===== config.mk =====
export PLATFORM = sky130hd
export DESIGN_NAME = vga_plot_arbiter
export DESIGN_NICKNAME = d
export VERILOG_FILES = /design/src/rtl/vga_plot_arbiter.sv
export SDC_FILE = /design/constraint.sdc
export NUM_CORES = 1
export LEC_CHECK = 0
export BUFFER_PORTS_ARGS = -buffer_cell sky130_fd_sc_hd__buf_4
export CAP_MARGIN = 5
export CORE_UTILIZATION = 42
export DETAILED_ROUTE_END_ITERATION = 8
export HOLD_SLACK_MARGIN = 0.15
export PLACE_DENSITY = 0.75
export SKIP_CTS_REPAIR_TIMING = 1
export SYNTH_ARGS = -nofsm -noshare
export SYNTH_HDL_FRONTEND = slang
export SYNTH_SLANG_ARGS = --single-unit

===== constraint.sdc =====
create_clock -name CLOCK_50 -period 1.77 [get_ports CLOCK_50]
set_input_delay 0.177 -clock CLOCK_50 [delete_from_list [all_inputs] [get_ports CLOCK_50]]
set_output_delay 0.177 -clock CLOCK_50 [all_outputs]
set_load 0.005 [all_outputs]

===== src/rtl/vga_plot_arbiter.sv =====
// vga_plot_arbiter: shares the VGA pixel-plot port between NUM_REQ requesters
// using round-robin valid/ready arbitration, with a built-in full-screen clear sweep.
module vga_plot_arbiter #(
    parameter int unsigned NUM_REQ = 2,
    parameter int unsigned X_MAX   = 159,
    parameter int unsigned Y_MAX   = 119
) (
    input  logic                   CLOCK_50,
    input  logic                   reset,
    input  logic [NUM_REQ-1:0]     req_valid,
    output logic [NUM_REQ-1:0]     req_ready,
    input  logic [8*NUM_REQ-1:0]   req_x,
    input  logic [7*NUM_REQ-1:0]   req_y,
    input  logic [3*NUM_REQ-1:0]   req_colour,
    input  logic                   clear_start,
    input  logic [2:0]             clear_colour,
    output logic                   clear_busy,
    output logic [7:0]             x,
    output logic [6:0]             y,
    output logic [2:0]             colour,
    output logic                   plot,
    output logic                   vga_resetn
);

    localparam int unsigned IDX_W  = (NUM_REQ > 1) ? $clog2(NUM_REQ) : 1;
    localparam logic [7:0]  X_LAST = 8'(X_MAX);
    localparam logic [6:0]  Y_LAST = 7'(Y_MAX);

    typedef enum logic {
        ARB   = 1'b0,
        CLEAR = 1'b1
    } state_e;

    state_e             state_q, state_d;
    logic [IDX_W-1:0]   rr_q, rr_d;
    logic [7:0]         x_q, x_d;
    logic [6:0]         y_q, y_d;
    logic [2:0]         colour_q, colour_d;
    logic               plot_q, plot_d;
    logic               busy_q, busy_d;
    logic               vga_resetn_q, vga_resetn_d;
    logic [2:0]         clr_colour_q, clr_colour_d;

    logic               grant_found;
    logic [IDX_W-1:0]   grant_idx;
    logic [7:0]         grant_x;
    logic [6:0]         grant_y;
    logic [2:0]         grant_colour;

    // Round-robin search starting just after the last granted requester
    always_comb begin
        int unsigned cand;
        cand        = 0;
        grant_found = 1'b0;
        grant_idx   = '0;
        for (int unsigned i = 0; i < NUM_REQ; i++) begin
            cand = 32'(rr_q) + 32'd1 + i;
            if (cand >= NUM_REQ) begin
                cand = cand - NUM_REQ;
            end
            if (!grant_found && req_valid[IDX_W'(cand)]) begin
                grant_found = 1'b1;
                grant_idx   = IDX_W'(cand);
            end
        end
    end

    // Select the granted requester's pixel fields
    always_comb begin
        grant_x      = '0;
        grant_y      = '0;
        grant_colour = '0;
        for (int unsigned i = 0; i < NUM_REQ; i++) begin
            if (grant_idx == IDX_W'(i)) begin
                grant_x      = req_x[8*i +: 8];
                grant_y      = req_y[7*i +: 7];
                grant_colour = req_colour[3*i +: 3];
            end
        end
    end

    // Next-state, handshake and pixel output selection
    always_comb begin
        state_d      = state_q;
        rr_d         = rr_q;
        x_d          = x_q;
        y_d          = y_q;
        colour_d     = colour_q;
        plot_d       = 1'b0;
        busy_d       = 1'b0;
        vga_resetn_d = 1'b1;
        clr_colour_d = clr_colour_q;
        req_ready    = '0;

        case (state_q)
            ARB: begin
                if (clear_start) begin
                    // First clear pixel is loaded now so it appears the next cycle
                    clr_colour_d = clear_colour;
                    x_d          = '0;
                    y_d          = '0;
                    colour_d     = clear_colour;
                    plot_d       = 1'b1;
                    busy_d       = 1'b1;
                    state_d      = CLEAR;
                end else if (grant_found && !reset) begin
                    req_ready[grant_idx] = 1'b1;
                    rr_d                 = grant_idx;
                    // Off-screen pixels are consumed but never plotted
                    if (grant_x <= X_LAST && grant_y <= Y_LAST) begin
                        x_d      = grant_x;
                        y_d      = grant_y;
                        colour_d = grant_colour;
                        plot_d   = 1'b1;
                    end
                end
            end
            CLEAR: begin
                // x_q/y_q hold the pixel currently presented; step y inner, x outer
                if (x_q == X_LAST && y_q == Y_LAST) begin
                    state_d = ARB;
                end else begin
                    plot_d   = 1'b1;
                    busy_d   = 1'b1;
                    colour_d = clr_colour_q;
                    if (y_q == Y_LAST) begin
                        y_d = '0;
                        x_d = x_q + 8'd1;
                    end else begin
                        y_d = y_q + 7'd1;
                    end
                end
            end
            default: begin
                state_d = ARB;
            end
        endcase
    end

    // State and output registers with synchronous reset
    always_ff @(posedge CLOCK_50) begin
        if (reset) begin
            state_q      <= ARB;
            rr_q         <= IDX_W'(NUM_REQ - 1);
            x_q          <= '0;
            y_q          <= '0;
            colour_q     <= '0;
            plot_q       <= 1'b0;
            busy_q       <= 1'b0;
            vga_resetn_q <= 1'b0;
            clr_colour_q <= '0;
        end else begin
            state_q      <= state_d;
            rr_q         <= rr_d;
            x_q          <= x_d;
            y_q          <= y_d;
            colour_q     <= colour_d;
            plot_q       <= plot_d;
            busy_q       <= busy_d;
            vga_resetn_q <= vga_resetn_d;
            clr_colour_q <= clr_colour_d;
        end
    end

    assign x          = x_q;
    assign y          = y_q;
    assign colour     = colour_q;
    assign plot       = plot_q;
    assign clear_busy = busy_q;
    assign vga_resetn = vga_resetn_q;

endmodule


==> flow_metrics.py <==
metrics = {
    "hold_path": {
        "hp-class": "in2reg",
        "hold_depth": 3,
        "min_to": "clr_colour_q[0]$_SDFFE_PP0P_",
        "min_from": "clear_colour[0]",
    },
    "floorplan": {
        "pin_count": 67,
        "die_h_um": 66.9,
        "rows": 23,
        "die_area_um2": 4470,
        "start_util": 0.439,
        "core_region_area_um2": 4030,
        "die_w_um": 66.9,
    },
    "critical_path": {
        "cp_slowest_stage_delay_ns": 0.36,
        "required_ns": 1.99,
        "critPathCaptureType": "flip-flop",
        "path_cells": "ha_4 > nand4_4 > nor4_4 > o21ba_4 > buf_4 > a31o_1 > a21oi_2",
        "r2r_end": "x[3]$_SDFFE_PP0P_",
        "critPathSlowestCell": "dfxtp_2",
        "timing.rr.start": "y[0]$_SDFFE_PP0P_",
        "crit_fanout": 12,
        "arrival_ns": 1.91,
        "start_kind": "flip-flop",
        "regToRegSetupSlack_ns": 0.08,
        "worstSetupPathType": "reg2reg",
        "r2r_cells": 7,
    },
    "pwr": {
        "power_switching_mw": 0.469,
        "power.internal_mw": 1.04,
        "ir_worst_vdd_mv": 0.289,
        "p_leak_nw": 1.12,
        "pwr-share-seq": 0.422,
        "totalPowerFinal_mw": 1.51,
        "p_per_area_nw_per_um2": 591,
        "swShare": 0.310,
        "clkPwrFrac": 0.238,
        "p_comb_frac": 0.340,
    },
    "placed_design": {
        "dp_hpwl_mm": 3.77,
        "port_buffers": 66,
        "place_ws_ns": -0.00230,
        "dpl_cell_area_um2": 2440,
        "dp.cells": 336,
        "gp_congestion": 0.818,
    },
    "cts": {
        "clock_latency_ns": 0.28,
        "htree_num_levels": 1,
        "cts-root-buf": "clkbuf_8",
        "clk_path_buf_depth": 2,
        "clock-sinks": 25,
        "cts_tree": "yes",
        "cts.clk_slew.worst_paths_ns": 0.09,
        "numCtsBuffers": 3,
    },
    "yosys": {
        "synth_largest_area_cell": "dfxtp_1",
        "synth_area_leaders": "dfxtp_1 28%, mux2i_1 10%, a21oi_1 5.4%, nor2_1 4.7%, a211oi_2 3.5%",
        "postSynth.asyncResetShare": 0,
        "syn_area_um2": 1770,
        "syn_area_per_cell_um2": 8.70,
        "synth_fp_nets": 249,
        "synthCells": 203,
        "synth_seq_cells": 25,
        "seq_area_frac_synth": 0.283,
        "synth.most_common_cell": "dfxtp_1",
        "synth_warnings": 0,
        "synthFlopType": "dfxtp_1",
        "synth_top_area_share": 0.283,
        "synth_cell_types": 53,
        "synth_common_cells": "25 x dfxtp_1, 22 x nor2_1, 19 x a21oi_1",
        "synth_edf_count": 0,
    },
    "routing": {
        "routed.top_layer": "met4",
        "drc_errors": 0,
        "drt_iter0_drc": 85,
        "postRouteAntennaNets": 0,
        "firstDrtPassIters": 4,
        "met3_length_um": 318,
        "post_drt_wl_per_cell_um": 14.4,
        "avgViaCountPerCell": 5.57,
        "wl_met2_mm": 2.37,
        "wl_mm": 4.95,
        "num_vias": 1910,
        "met1Wirelength_mm": 2.21,
    },
    "layout": {
        "num_antenna_cells": 0,
        "stdcell_count": 343,
        "final_core_util": 0.635,
        "nets": 340,
        "area_growth_pct": 44.9,
        "fin_area_um2": 2560,
        "seq_area_um2": 507,
        "multi_input_comb_area_um2": 1160,
        "drive_gt1_frac": 0.451,
        "fillerInstances": 377,
    },
    "timing": {
        "setup_tns_ns": 0,
        "slew_headroom": 0.740,
        "hold_violations": 0,
        "finalMaxSlewViolations": 0,
        "tightest_slew_ns": 0.390,
        "clock_skew_ns": 0.00356,
        "finalCritPeriodShare": 0.957,
        "fin_crit_ns": 1.69,
        "whs_ns": 0.139,
        "setup_viol": 0,
        "fmax_mhz": 591,
        "worst_slack_ns": 0.0768,
    },
    "global_routing": {
        "antenna_found_initial": 0,
        "track_usage": 0.228,
        "grt_max_degree": 16,
        "grt_pass1_vias": 1749,
        "grt_overflow_total": 0,
        "grt_pass1_wl_mm": 7.67,
    },
    "job": {
        "cap_violations": 0,
    },
    "outcome": {
        "status": "finished, final reports clean",
    },
}
-- layer usage --
layer,global-route usage,vias to the layer above
met5,0,-
li1,-,943
met1,0.282,877
met2,0.399,85
met4,0.0771,0
met3,0.0291,5
-- cells in the final DEF, fill, tap and decap left out, types with 2 or more instances in the layout --
cell type / n
and4_1: 3
nand2b_1: 3
nor2b_1: 2
inv_1: 7
nand2_1: 11
o21ai_0: 10
clkbuf_8: 3
mux2i_1: 18
nor2_1: 22
a311oi_2: 2
o31a_1: 2
buf_4: 100
dfxtp_1: 20
o21a_1: 2
a21oi_1: 17
a22oi_1: 3
nand4_1: 2
a31o_1: 2
o32ai_1: 4
nand3_1: 10
dfxtp_2: 5
nor3_1: 5
a211oi_2: 5
a21oi_2: 3
o22ai_1: 5
-- cell type report --
cell class	instances	area share
sequential	25	0.198
clock buffer	3	0.0161
timing repair buffer	100	0.293
multi-input combinational	157	0.455
clock inverter	1	0.00293
tap	50	0.0244
inverter	7	0.0103
-- worst max path at each step --
stage                                 start  cells after the start                 to  slack [ns]
after floorplan           x[0]$_SDFFE_PP0P_                      7  y[0]$_SDFFE_PP0P_        0.01
after global placement    x[0]$_SDFFE_PP0P_                      7  x[3]$_SDFFE_PP0P_        0.09
after detailed placement  x[0]$_SDFFE_PP0P_                      7  x[3]$_SDFFE_PP0P_      -0.002
after CTS                 x[0]$_SDFFE_PP0P_                      7  x[3]$_SDFFE_PP0P_       -0.02
after global routing      y[0]$_SDFFE_PP0P_                      7  x[4]$_SDFFE_PP0P_      -0.009
final                     y[0]$_SDFFE_PP0P_                      7  x[3]$_SDFFE_PP0P_        0.08
-- critical path: cells and delay by family, from the launching register on --
| family | cells | cell delay, ns |
|---|---|---|
| AND/OR/NAND/NOR | 2 | 0.41 |
| buffers and inverters | 1 | 0.18 |
| flip-flops | 1 | 0.36 |
| AO/OA/AOI/OAI | 3 | 0.52 |
| adder cells (fa/ha/maj) | 1 | 0.17 |
-- cell families (layout without fill, tap and decap cells) --
| kind of cell | after synthesis | after routing | synth area share |
|---|---|---|---|
| mux | 18 | 18 | 0.102 |
| xor+xnor | 1 | 1 | 0.00496 |
| flops | 25 | 25 | 0.283 |
| compound gates | 65 | 65 | 0.285 |
| fa+ha+maj | 2 | 2 | 0.0142 |
| simple gates | 71 | 71 | 0.226 |
| buf+inv | 21 | 111 | 0.0843 |
-- power groups by stage --
stage,sequential [mW],combinational [mW],clock (mW)
after global routing,0.642,0.564,0.376
final,0.638,0.514,0.361
after CTS,0.633,0.506,0.362
after floorplan,0.658,0.260,0
after global placement,0.644,0.491,0
after detailed placement,0.646,0.503,0
-- flip-flops by register name, indices dropped and copies added (netlist names) --
name	flops
plot	1
rr_q	1
y	7
x	8
clr_colour_q	3
vga_resetn	1
colour	3
clear_busy	1
(Power assumes the default switching activity.)
